[src/rtl/axil_order_sequencer.sv]
`timescale 1ns/1ps
// AXI4-Lite master that replays (addr, data) orders into a control-register slave, polling a
// status register before each write to the gated order-push address; one transaction in flight.
module axil_order_sequencer #(
    parameter int                         AXIL_DATA_WIDTH = 32,
    parameter int                         AXIL_ADDR_WIDTH = 8,
    parameter logic [AXIL_ADDR_WIDTH-1:0] GATE_ADDR       = 'h48,
    parameter logic [AXIL_ADDR_WIDTH-1:0] STATUS_ADDR     = 'h4c,
    parameter int                         POLL_GAP        = 4,
    parameter int                         CNT_WIDTH       = 16
) (
    input  logic                         m00_axi_aclk,
    input  logic                         m00_axi_aresetn,
    input  logic                         start,
    input  logic                         instr_valid,
    output logic                         instr_ready,
    input  logic [AXIL_ADDR_WIDTH-1:0]   instr_addr,
    input  logic [AXIL_DATA_WIDTH-1:0]   instr_data,
    input  logic                         instr_last,
    output logic                         busy,
    output logic                         done,
    output logic                         error,
    output logic [CNT_WIDTH-1:0]         sent_count,
    output logic [AXIL_ADDR_WIDTH-1:0]   m00_axi_awaddr,
    output logic [2:0]                   m00_axi_awprot,
    output logic                         m00_axi_awvalid,
    input  logic                         m00_axi_awready,
    output logic [AXIL_DATA_WIDTH-1:0]   m00_axi_wdata,
    output logic [AXIL_DATA_WIDTH/8-1:0] m00_axi_wstrb,
    output logic                         m00_axi_wvalid,
    input  logic                         m00_axi_wready,
    input  logic [1:0]                   m00_axi_bresp,
    input  logic                         m00_axi_bvalid,
    output logic                         m00_axi_bready,
    output logic [AXIL_ADDR_WIDTH-1:0]   m00_axi_araddr,
    output logic [2:0]                   m00_axi_arprot,
    output logic                         m00_axi_arvalid,
    input  logic                         m00_axi_arready,
    input  logic [AXIL_DATA_WIDTH-1:0]   m00_axi_rdata,
    input  logic [1:0]                   m00_axi_rresp,
    input  logic                         m00_axi_rvalid,
    output logic                         m00_axi_rready
);

    localparam int GW = (POLL_GAP > 0) ? $clog2(POLL_GAP + 1) : 1;

    typedef enum logic [3:0] {
        S_IDLE, S_FETCH, S_POLL_AR, S_POLL_R, S_POLL_WAIT, S_WR, S_WAIT_B, S_DONE, S_ERR
    } state_t;

    state_t                       state_q, state_d;
    logic [AXIL_ADDR_WIDTH-1:0]   addr_q, addr_d;
    logic [AXIL_DATA_WIDTH-1:0]   data_q, data_d;
    logic                         last_q, last_d;
    logic                         aw_done_q, aw_done_d;
    logic                         w_done_q, w_done_d;
    logic [GW-1:0]                gap_q, gap_d;
    logic                         done_q, done_d;
    logic                         error_q, error_d;
    logic [CNT_WIDTH-1:0]         cnt_q, cnt_d;

    logic instr_hs, aw_hs, w_hs, ar_hs, r_hs, b_hs, aw_c, w_c;

    assign instr_hs = instr_valid & instr_ready;
    assign aw_hs    = m00_axi_awvalid & m00_axi_awready;
    assign w_hs     = m00_axi_wvalid & m00_axi_wready;
    assign ar_hs    = m00_axi_arvalid & m00_axi_arready;
    assign r_hs     = m00_axi_rvalid & m00_axi_rready;
    assign b_hs     = m00_axi_bvalid & m00_axi_bready;
    assign aw_c     = aw_done_q | aw_hs;
    assign w_c      = w_done_q | w_hs;

    always_ff @(posedge m00_axi_aclk or negedge m00_axi_aresetn) begin
        if (!m00_axi_aresetn) begin
            state_q   <= S_IDLE;
            addr_q    <= '0;
            data_q    <= '0;
            last_q    <= 1'b0;
            aw_done_q <= 1'b0;
            w_done_q  <= 1'b0;
            gap_q     <= '0;
            done_q    <= 1'b0;
            error_q   <= 1'b0;
            cnt_q     <= '0;
        end else begin
            state_q   <= state_d;
            addr_q    <= addr_d;
            data_q    <= data_d;
            last_q    <= last_d;
            aw_done_q <= aw_done_d;
            w_done_q  <= w_done_d;
            gap_q     <= gap_d;
            done_q    <= done_d;
            error_q   <= error_d;
            cnt_q     <= cnt_d;
        end
    end

    always_comb begin
        state_d   = state_q;
        addr_d    = addr_q;
        data_d    = data_q;
        last_d    = last_q;
        aw_done_d = aw_done_q;
        w_done_d  = w_done_q;
        gap_d     = gap_q;
        done_d    = done_q;
        error_d   = error_q;
        cnt_d     = cnt_q;
        case (state_q)
            S_IDLE: begin
                if (start) begin
                    state_d = S_FETCH;
                    done_d  = 1'b0;
                    error_d = 1'b0;
                    cnt_d   = '0;
                end
            end
            S_FETCH: begin
                if (instr_hs) begin
                    addr_d  = instr_addr;
                    data_d  = instr_data;
                    last_d  = instr_last;
                    state_d = (instr_addr == GATE_ADDR) ? S_POLL_AR : S_WR;
                end
            end
            S_POLL_AR: begin
                if (ar_hs) state_d = S_POLL_R;
            end
            S_POLL_R: begin
                if (r_hs) begin
                    if (m00_axi_rresp != 2'b00) begin
                        state_d = S_ERR;
                        error_d = 1'b1;
                    end else if (m00_axi_rdata != '0) begin
                        state_d = S_WR;
                    end else if (POLL_GAP == 0) begin
                        state_d = S_POLL_AR;
                    end else begin
                        state_d = S_POLL_WAIT;
                        gap_d   = GW'(POLL_GAP);
                    end
                end
            end
            S_POLL_WAIT: begin
                // Loaded with POLL_GAP, so exactly POLL_GAP idle cycles sit between polls.
                gap_d = gap_q - GW'(1);
                if (gap_q <= GW'(1)) state_d = S_POLL_AR;
            end
            S_WR: begin
                if (aw_c && w_c) begin
                    state_d   = S_WAIT_B;
                    aw_done_d = 1'b0;
                    w_done_d  = 1'b0;
                end else begin
                    aw_done_d = aw_c;
                    w_done_d  = w_c;
                end
            end
            S_WAIT_B: begin
                if (b_hs) begin
                    if (m00_axi_bresp != 2'b00) begin
                        state_d = S_ERR;
                        error_d = 1'b1;
                    end else begin
                        cnt_d = (&cnt_q) ? cnt_q : cnt_q + CNT_WIDTH'(1);
                        if (last_q) begin
                            state_d = S_DONE;
                            done_d  = 1'b1;
                        end else begin
                            state_d = S_FETCH;
                        end
                    end
                end
            end
            S_DONE:  state_d = S_IDLE;
            S_ERR:   state_d = S_IDLE;
            default: state_d = S_IDLE;
        endcase
    end

    always_comb begin
        instr_ready     = (state_q == S_FETCH);
        busy            = (state_q != S_IDLE) && (state_q != S_DONE) && (state_q != S_ERR);
        done            = done_q;
        error           = error_q;
        sent_count      = cnt_q;
        m00_axi_awaddr  = addr_q;
        m00_axi_awprot  = 3'b000;
        m00_axi_awvalid = (state_q == S_WR) && !aw_done_q;
        m00_axi_wdata   = data_q;
        m00_axi_wstrb   = '1;
        m00_axi_wvalid  = (state_q == S_WR) && !w_done_q;
        m00_axi_bready  = (state_q == S_WAIT_B);
        m00_axi_araddr  = (state_q == S_POLL_AR) ? STATUS_ADDR : '0;
        m00_axi_arprot  = 3'b000;
        m00_axi_arvalid = (state_q == S_POLL_AR);
        m00_axi_rready  = (state_q == S_POLL_R);
    end

endmodule

[config.mk]
export PLATFORM = sky130hd
export DESIGN_NAME = axil_order_sequencer
export DESIGN_NICKNAME = d
export VERILOG_FILES = /design/src/rtl/axil_order_sequencer.sv
export SDC_FILE = /design/constraint.sdc
export NUM_CORES = 1
export LEC_CHECK = 0
export ABC_AREA = 1
export CORE_UTILIZATION = 30
export CTS_BUF_LIST = sky130_fd_sc_hd__clkbuf_8
export DETAILED_ROUTE_END_ITERATION = 10
export GPL_TIMING_DRIVEN = 0
export SLEW_MARGIN = 20
export SYNTH_ARGS = -nofsm -noshare
export SYNTH_HDL_FRONTEND = slang
export SYNTH_SLANG_ARGS = --single-unit
export TNS_END_PERCENT = 30
[constraint.sdc]
create_clock -name m00_axi_aclk -period 1.4 [get_ports m00_axi_aclk]
set_input_delay 0.21 -clock m00_axi_aclk [delete_from_list [all_inputs] [get_ports m00_axi_aclk]]
set_output_delay 0.21 -clock m00_axi_aclk [all_outputs]
set_load 0.05 [all_outputs]
==> flow_summary.yaml, run 1 <==
pwr:
  power.total_uw: 13100
  p_clk_frac: 0.155
  ir_drop_uv: 1220
  power_density_nw_per_um2: 2060
  p_switching_uw: 6170
  share_comb_of_total_power: 0.601
  swShare: 0.473
  p_leak_uw: 0.00296
  intPower_uw: 6890
  seqPwrFrac: 0.244
detailed_routing:
  dr.pass1.iters: 5
  drc: 0
  wl_met2_um: 5200
  drt-total-wl_um: 10300
  drt_iter0_markers: 92
  vias: 3519
  highest-signal-layer: "met4"
  drt-met1-wl_um: 4330
  drtAntennaViolNets: 0
  drt-wirelength-per-cell_um: 12.6
  wl_met3_um: 637
  vias_per_cell: 4.31
final_layout:
  nFillCells: 1208
  fin_cells: 816
  final_nets: 728
  num_antenna_cells: 0
  synthToLayoutAreaGrowth_pct: 62.1
  drive_gt1_frac: 0.323
  final_cell_mix: "nand2_1 (110), clkdlybuf4s50_1 (84), nor2_1 (60)"
  final_common_cell: "nand2_1"
place:
  dp_cells: 783
  dp_hpwl_um: 7850
  gp_congestion: 0.833
  io_buffer_count: 153
cts:
  tritoncts: "done"
  clockBufferDepth: 2
  cts.sinks: 68
  insertion_delay_ps: 340
  clk_pin_slew_ps: 80
  cts_max_level: 3
  cts_made_buffers: 9
  cts_root_buf: "clkbuf_8"
critical_path:
  critPathKind: "flop to output port"
  cp_common_cell: "buf_4"
  crit_start: "state_q[0]$_DFFE_PN0P_"
  r2r-start: "state_q[3]$_DFFE_PN0P_"
  crit_arrival_ps: 1470
  cp-start-kind: "flop"
  crit_path_top_delay_cell: "dfrtp_2"
  rr_endpoint: "sent_count[12]$_DFFE_PN0P_"
  critical-path-top-delay-family: "flip-flops"
  critPathMaxStageDelay_ps: 450
  critPathCaptureType: "output port"
  cp.required_ps: 1190
  r2r_setup_slack_ps: -190
  r2r_cells: 12
  path_buf_inv: 2
  crit_path_cell_trace: "buf_4, nand2_4, nor2_1, a31oi_1, buf_4"
  crit_fanout: 5
global_route:
  grt_pass1_vias: 3529
  overflow: 0
  grtUsageTotal: 0.160
  grt_pass1_wl_um: 16700
  antenna_found_initial: 0
  grt_max_degree: 37
die:
  initial_core_util: 0.308
  ioPinCount: 169
  die_x_um: 116
  die_y_um: 116
  die_area_um2: 13500
  core_area_um2: 12700
  std_cell_rows: 41
sta:
  max_freq_mhz: 595
  grt_setup_unrepaired: "yes"
  setup_ws_ps: -280
  period_share: 1.20
  drv_slew: 0
  skew_ps: 9.08
  setup_violations: 69
  fin_crit_ps: 1680
  hold_viol: 0
yosys:
  synth_seq_cells: 68
  ys_types: 34
  synth_area_um2: 3910
  syn_avg_cell_area_um2: 8.80
  syn_inst: 444
  ys_warn_count: 0
  seq_area_frac_synth: 0.435
min_path:
  hp-class: "primary input to asynchronous set/reset pin"
job:
  drv_cap: 0
run_status:
  failed_checks: "negative setup slack"
  status: "finished, violations left"
-- stage by stage --
step	setup WS (ps)	hold WS, ps	util	cell area (um^2)	setup TNS [ps]
CTS	-298	353	0.488	6190	-9860
global placement	-2540	473	0.455	5770	-173200
finish	-280	348	0.500	6330	-10930
global route	-346	393	0.500	6330	-17290
floorplan	-251	-85.6	-	4020	-11070
detailed placement	-607	195	0.456	5780	-15760
-- kinds of logic (layout without fill, tap and decap cells) --
kind of cell | after synthesis | count (layout) | synth area share
simple gates | 245 | 245 | 0.306
flops | 68 | 68 | 0.435
buf+inv | 61 | 248 | 0.0903
mux | 39 | 39 | 0.112
compound gates | 19 | 19 | 0.0288
xor+xnor | 7 | 7 | 0.0157
fa+ha+maj | 3 | 3 | 0.00961
other cells | 2 | 15 | 0.00192
-- worst max-delay path by stage --
stage | end | slack [ps] | depth (start not counted)
2_1_floorplan | sent_count[12]$_DFFE_PN0P_ | -250 | 10
4_1_cts | m00_axi_araddr[2] | -300 | 5
5_1_grt | busy | -350 | 5
3_5_place_dp | m00_axi_araddr[6] | -610 | 5
6_report | busy | -280 | 5
3_3_place_gp | sent_count[2]$_DFFE_PN0P_ | -2540 | 1
-- routing by layer --
layer | GRT usage | vias to the layer above
met2 | 0.272 | 87
met5 | 0 | -
met3 | 0.0550 | 8
met1 | 0.192 | 1661
li1 | - | 1763
met4 | 0.0479 | 0
-- Yosys cell counts (all sizes together) --
| master | instances | area, um^2 |
|---|---|---|
| buf | 24 | 211 |
| xnor2 | 3 | 26.3 |
| a31oi | 1 | 6.26 |
| clkbuf | 1 | 3.75 |
| nor2 | 77 | 388 |
| nand3 | 14 | 95.1 |
| xor2 | 4 | 35.0 |
| nand4 | 5 | 31.3 |
| inv | 36 | 138 |
| dfrtp | 68 | 1700 |
| a21oi | 1 | 5.00 |
| o22ai | 2 | 12.5 |
| nor3 | 2 | 10.0 |
| mux2 | 39 | 439 |
| nand2 | 145 | 656 |
| nand3b | 1 | 7.51 |
| o21ai | 11 | 58.8 |
| o21bai | 4 | 30.0 |
| conb | 2 | 7.51 |
| ha | 3 | 37.5 |
| nor3b | 1 | 7.51 |
-- sequential cells by signal (all words and copies together) (netlist names) --
| signal | count |
|---|---|
| m00_axi_wdata | 32 |
| sent_count | 16 |
| m00_axi_awaddr | 8 |
| state_q | 4 |
| gap_q | 3 |
| aw_done_q | 1 |
| done | 1 |
| error | 1 |
| last_q | 1 |
| w_done_q | 1 |
-- layout make-up --
type                    instances  area, um^2  share of cell area
flip-flops and latches         68        1720               0.271
repair buffers                171        1740               0.274
plain buffers                  25         228              0.0359
inverters                      36         150              0.0237
well taps                     172         215              0.0340
multi-input cells             328        2040               0.321
clock inverters                 6         111              0.0176
clock buffers                  10         138              0.0217
-- power groups by stage --
stage	combinational, uW	sequential (uW)	clock, uW
2_1_floorplan	2880	5320	0
3_3_place_gp	7220	3180	0
3_5_place_dp	7290	3220	0
4_1_cts	7440	3210	2100
5_1_grt	8340	3290	2180
6_report	7850	3190	2020
-- repair_timing --
action                                  4_1_cts  5_1_grt
hold buffers                                  1        0
endpoints found under the hold margin        32        0
gates resized for setup                     282       39
setup buffers                                 5       10
endpoints found under the setup margin      127       82
gates cloned                                  0        1
pin swaps                                     9        7
Note: power is estimated with default switching activity, not from simulation.
==> run 2: changes to the inputs <==
Settings changed: TNS_END_PERCENT 30 to default.
==> flow_summary.yaml, run 2 (synthesized netlist as in run 1, its figures left out) <==
min_path:
  hp-class: "primary input to asynchronous set/reset pin"
final_layout:
  final_common_cell: "nand2_1"
  fin_cells: 841
  num_antenna_cells: 0
  synthToLayoutAreaGrowth_pct: 78.7
  final_nets: 753
  final_cell_mix: "nand2_1 (100), clkdlybuf4s50_1 (84), nor2_1 (56)"
  drive_gt1_frac: 0.429
  largest_register_ffs: 32
pwr:
  share_comb_of_total_power: 0.636
  p_switching_uw: 6700
  p_leak_uw: 0.00337
  ir_drop_uv: 1290
  seqPwrFrac: 0.217
  swShare: 0.446
  intPower_uw: 8330
  p_clk_frac: 0.147
  power_density_nw_per_um2: 2150
sta:
  drv_slew: 0
  max_freq_mhz: 595
  hold_viol: 0
  setup_violations: 77
  period_share: 1.20
  fin_crit_ps: 1680
  setup_ws_ps: -281
  setup-tns-final_ps: -17100
  skew_ps: 8.05
  grt_setup_unrepaired: "yes"
detailed_routing:
  drt-wirelength-per-cell_um: 13.6
  drtAntennaViolNets: 0
  drc: 0
  vias_per_cell: 4.36
  drt_iter0_markers: 147
  drt-total-wl_um: 11400
  dr.pass1.iters: 4
  vias: 3670
global_route:
  use_met3: 0.0472
  grtUsageMet2: 0.290
  use_met1: 0.192
  antenna_found_initial: 0
  busiest_layer: "met2"
  grt_pass1_vias: 3566
  grtUsageTotal: 0.164
  grt_max_degree: 46
  overflow: 0
  grt_pass1_wl_um: 17100
critical_path:
  rr_endpoint: "m00_axi_wdata[12]$_DFFE_PN0P_"
  r2r-start: "state_q[2]$_DFFE_PN0P_"
  r2r_setup_slack_ps: -280
  critPathCaptureType: "flop"
  crit_arrival_ps: 1920
  r2r_cells: 7
  critPathKind: "flop to flop"
  crit_fanout: 7
  crit_start: "state_q[2]$_DFFE_PN0P_"
  crit_end: "m00_axi_wdata[12]$_DFFE_PN0P_"
  cp-start-kind: "flop"
  cp.required_ps: 1630
job:
  drv_cap: 0
place:
  pre_cts_ws_ps: -641
  dp_cells: 783
  gp_congestion: 0.852
  io_buffer_count: 153
  dp_hpwl_um: 8170
die:
  core_area_um2: 12700
  std_cell_rows: 41
  die_x_um: 116
  die_y_um: 116
  die_area_um2: 13500
  initial_core_util: 0.308
  ioPinCount: 169
run_status:
  status: "finished, violations left"
  failed_checks: "negative setup slack"
cts:
  insertion_delay_ps: 350
  clk_pin_slew_ps: 80
  cts_made_buffers: 9
  cts_root_buf: "clkbuf_8"
  cts.sinks: 68
  clockBufferDepth: 2
  cts_max_level: 3
  tritoncts: "done"
## run 2: cell types whose count changed in the layout (fill, tap and decap cells not counted), sizes merged
cell           before  now
inv                36   38
bufinv              3    4
clkdlybuf4s15      43   45
clkbuf             14   15
buf                64   83
nand2             145  146
clkinvlp            1    0
clkdlybuf4s18       0    1
clkinv              2    1
## run 2: power groups by stage
| stage | Combinational (uW) | Clock, uW | Sequential (uW) |
|---|---|---|---|
| floorplan | 3500 | 0 | 5340 |
| global placement | 7810 | 0 | 3220 |
| detailed placement | 7910 | 0 | 3240 |
| CTS | 8190 | 2270 | 3230 |
| global route | 10100 | 2350 | 3350 |
| finish | 9550 | 2210 | 3260 |
## run 2: stage by stage
| stage | total power (uW) | instance area (um^2) | util | hold slack, ps |
|---|---|---|---|---|
| 4_1_cts | 13700 | 6410 | 0.506 | 305 |
| 3_5_place_dp | 11200 | 5950 | 0.470 | 154 |
| 3_3_place_gp | 11000 | 5930 | 0.468 | 471 |
| 5_1_grt | 15800 | 6980 | 0.551 | 335 |
| 6_report | 15000 | 6980 | 0.551 | 306 |
| 2_1_floorplan | 8840 | 4180 | - | -85.6 |
## run 2: worst min-delay path by stage
| stage | slack [ps] | to | from | depth (start not counted) |
|---|---|---|---|---|
| detailed placement | 150 | sent_count[5]$_DFFE_PN0P_ | m00_axi_aresetn | 1 |
| finish | 310 | sent_count[12]$_DFFE_PN0P_ | m00_axi_aresetn | 2 |
| global route | 340 | sent_count[12]$_DFFE_PN0P_ | m00_axi_aresetn | 2 |
| floorplan | -90 | aw_done_q$_DFFE_PN0N_ | m00_axi_aresetn | 0 |
| global placement | 470 | m00_axi_awaddr[7]$_DFFE_PN0P_ | m00_axi_awaddr[7]$_DFFE_PN0P_ | 2 |
| CTS | 310 | sent_count[12]$_DFFE_PN0P_ | m00_axi_aresetn | 2 |
## run 2: layout make-up
class,instances,area [um^2]
Clock inverter,7,146
Clock buffer,9,124
Timing Repair Buffer,195,2080
Inverter,36,153
Fill cell,1131,5690
Buffer,25,263
Tap cell,172,215
Multi-Input combinational cell,329,2290
Sequential cell,68,1720
## run 2: metal layers
| metal | vias to the layer above | routed length (um) |
|---|---|---|
| met2 | 89 | 5980 |
| met4 | 0 | 142 |
| met5 | - | 0 |
| met3 | 14 | 570 |
| met1 | 1763 | 4740 |
| li1 | 1804 | - |
## run 2: repair_timing
| action | 4_1_cts | 5_1_grt |
|---|---|---|
| gates cloned | 0 | 7 |
| hold buffers | 1 | 0 |
| setup buffers | 12 | 22 |
| pin swaps | 7 | 26 |
| endpoints found under the setup margin | 133 | 77 |
| endpoints found under the hold margin | 23 | 0 |
| gates resized for setup | 283 | 73 |
## run 2: worst max-delay path, cell delays in order (launching register included)
cell and delay (ps):
dfrtp_2 450, inv_4 110, nand2_8 80, buf_12 130, nor2_8 160, nand2_8 140
clkbuf_16 200, mux2_4 290
==> run 3: changes to the inputs <==
Settings changed: ABC_AREA 1 to default, CTS_CLUSTER_SIZE from default to 10, PLACE_DENSITY_LB_ADDON from default to 0.05.
==> flow_summary.yaml, run 3 <==
critical_path:
  r2r-start: "state_q[2]$_DFFE_PN0P_"
  crit_arrival_ps: 2120
  crit_end: "sent_count[11]$_DFFE_PN0P_"
  rr_endpoint: "sent_count[11]$_DFFE_PN0P_"
  cp-start-kind: "flop"
  r2r_cells: 6
  critPathMaxStageDelay_ps: 590
  cp.required_ps: 1630
  crit_fanout: 6
  r2r_setup_slack_ps: -500
  critPathKind: "flop to flop"
  crit_start: "state_q[2]$_DFFE_PN0P_"
  crit_path_top_delay_cell: "or4_4"
  crit_path_cell_trace: "nand3b_1, a211oi_4, or4_4, clkbuf_16, o31ai_2, o21ai_1"
  critPathCaptureType: "flop"
yosys:
  synth_area_um2: 3470
  ys_warn_count: 0
  ys_top_cells_by_count: "dfrtp_1 (68), mux2_2 (44), buf_4 (20)"
  seq_area_frac_synth: 0.490
  synthArstFlopShare: 1.00
  syn_inst: 313
  syn_avg_cell_area_um2: 11.1
  yosysTopAreaCellShare: 0.490
  synth-edff-count: 0
  synth.most_common_cell: "dfrtp_1"
  synth-main-ff-cell: "dfrtp_1"
  synth.area.top_cells: "dfrtp_1 (49%), mux2_2 (14%), buf_4 (4.3%), o31ai_1 (2.6%), o21ai_0 (1.9%)"
  yosysTopAreaCell: "dfrtp_1"
  synth_seq_cells: 68
  ys_types: 53
run_status:
  status: "finished, violations left"
  failed_checks: "negative setup slack"
final_layout:
  num_antenna_cells: 0
  synthToLayoutAreaGrowth_pct: 92.3
  drive_gt1_frac: 0.537
  layout.area.seq_um2: 1720
  final_cell_mix: "clkdlybuf4s50_1 (84), buf_4 (52), dfrtp_1 (51)"
  largest_register_ffs: 32
  final_common_cell: "clkdlybuf4s50_1"
  nFillCells: 944
  multi_input_area_um2: 2010
  final_nets: 635
  fin_util: 0.603
place:
  gp_congestion: 0.763
  dp_hpwl_um: 7100
  io_buffer_count: 153
cts:
  cts_max_level: 3
  clk_pin_slew_ps: 80
  cts_made_buffers: 9
  cts_root_buf: "clkbuf_8"
  clockBufferDepth: 2
  insertion_delay_ps: 350
  cts.sinks: 68
  tritoncts: "done"
pwr:
  p_clk_frac: 0.139
  seqPwrFrac: 0.225
  power.total_uw: 14500
  p_leak_uw: 0.00289
  share_comb_of_total_power: 0.636
  swShare: 0.445
  power_density_nw_per_um2: 2170
  p_switching_uw: 6440
  intPower_uw: 8020
  ir_drop_uv: 937
die:
  die_y_um: 110
  std_cell_rows: 38
  initial_core_util: 0.314
  ioPinCount: 169
  die_area_um2: 12000
  core_area_um2: 11100
  die_x_um: 110
sta:
  skew_ps: 6.40
  setup_ws_ps: -498
  max_freq_mhz: 527
  drv_slew: 0
  grt_setup_unrepaired: "yes"
  fin_crit_ps: 1900
  setup_violations: 78
  period_share: 1.36
  hold_viol: 0
detailed_routing:
  drtAntennaViolNets: 0
  drt-wirelength-per-cell_um: 15.5
  drt_iter0_markers: 141
  drc: 0
  vias: 3452
  drt-total-wl_um: 10700
  dr.pass1.iters: 4
  vias_per_cell: 5.00
global_route:
  grt_max_degree: 54
  antenna_found_initial: 0
  grt_pass1_wl_um: 16200
  overflow: 0
  grtUsageTotal: 0.178
  grt_pass1_vias: 3347
min_path:
  hp-class: "primary input to asynchronous set/reset pin"
job:
  drv_cap: 0
==> run 3: power groups by stage <==
stage	Sequential, uW	Combinational [uW]	Clock [uW]
CTS	3220	8460	2080
global route	3380	9640	2160
finish	3250	9200	2010
detailed placement	3260	7530	0
floorplan	5500	2920	0
global placement	3240	7460	0
==> run 3: layout make-up <==
type	instances	area share
inverter	5	0.00393
sequential	68	0.258
buffer	31	0.0472
clock buffer	10	0.0206
tap	140	0.0262
clock inverter	6	0.0167
timing repair buffer	211	0.327
multi-input combinational	220	0.301
==> run 3: logic make-up (layout without fill, tap and decap cells) <==
kind of cell             Yosys count  after routing  synth area share
flip-flops                        68             68             0.490
other                              2             15           0.00216
AO/OA/AOI/OAI                     68             68             0.134
adder cells (fa/ha/maj)            3              3            0.0108
AND/OR/NAND/NOR                   90             90             0.149
buffers and inverters             38            263            0.0713
multiplexers                      44             44             0.143
==> run 3: stage by stage <==
stage                     setup slack [ps]  cells  setup TNS (ps)  hold slack, ps  cell area [um^2]
after global placement               -2690    619         -208290             471              5370
after floorplan                       -606    326          -37560           -85.6              3660
final                                 -498    691          -27060             265              6680
after global routing                  -568    691          -31820             291              6680
after detailed placement              -958    620          -43480            95.1              5390
after CTS                             -486    674          -26150             251              6280
==> run 3: worst min-delay path by stage <==
stage	slack, ps	to	cells after the start
3_5_place_dp	100	m00_axi_wdata[1]$_DFFE_PN0P_	1
4_1_cts	250	m00_axi_wdata[1]$_DFFE_PN0P_	2
3_3_place_gp	470	error$_DFFE_PN0P_	1
6_report	260	m00_axi_wdata[1]$_DFFE_PN0P_	2
2_1_floorplan	-90	aw_done_q$_DFFE_PN0N_	0
5_1_grt	290	sent_count[6]$_DFFE_PN0P_	2
==> run 3: timing repair <==
action                                  CTS  global route
endpoints found under the hold margin    15             0
resized for setup                       304            89
endpoints found under the setup margin  136            88
hold buffers                              1             0
pin swaps                                16            28
buffers inserted                         31            21
gates cloned                              6             1
==> run 3: per-layer routing <==
layer,share of wire,GRT usage
met5,0,0
met2,0.52,0.314
met3,0.065,0.0433
met4,0.026,0.0724
met1,0.38,0.205
==> run 3: worst max-delay path, delay by kind of cell, from the launching register on <==
family	cells	cell delay (ps)
AND/OR/NAND/NOR	2	740
buffers and inverters	1	200
flip-flops	1	450
AO/OA/AOI/OAI	3	380
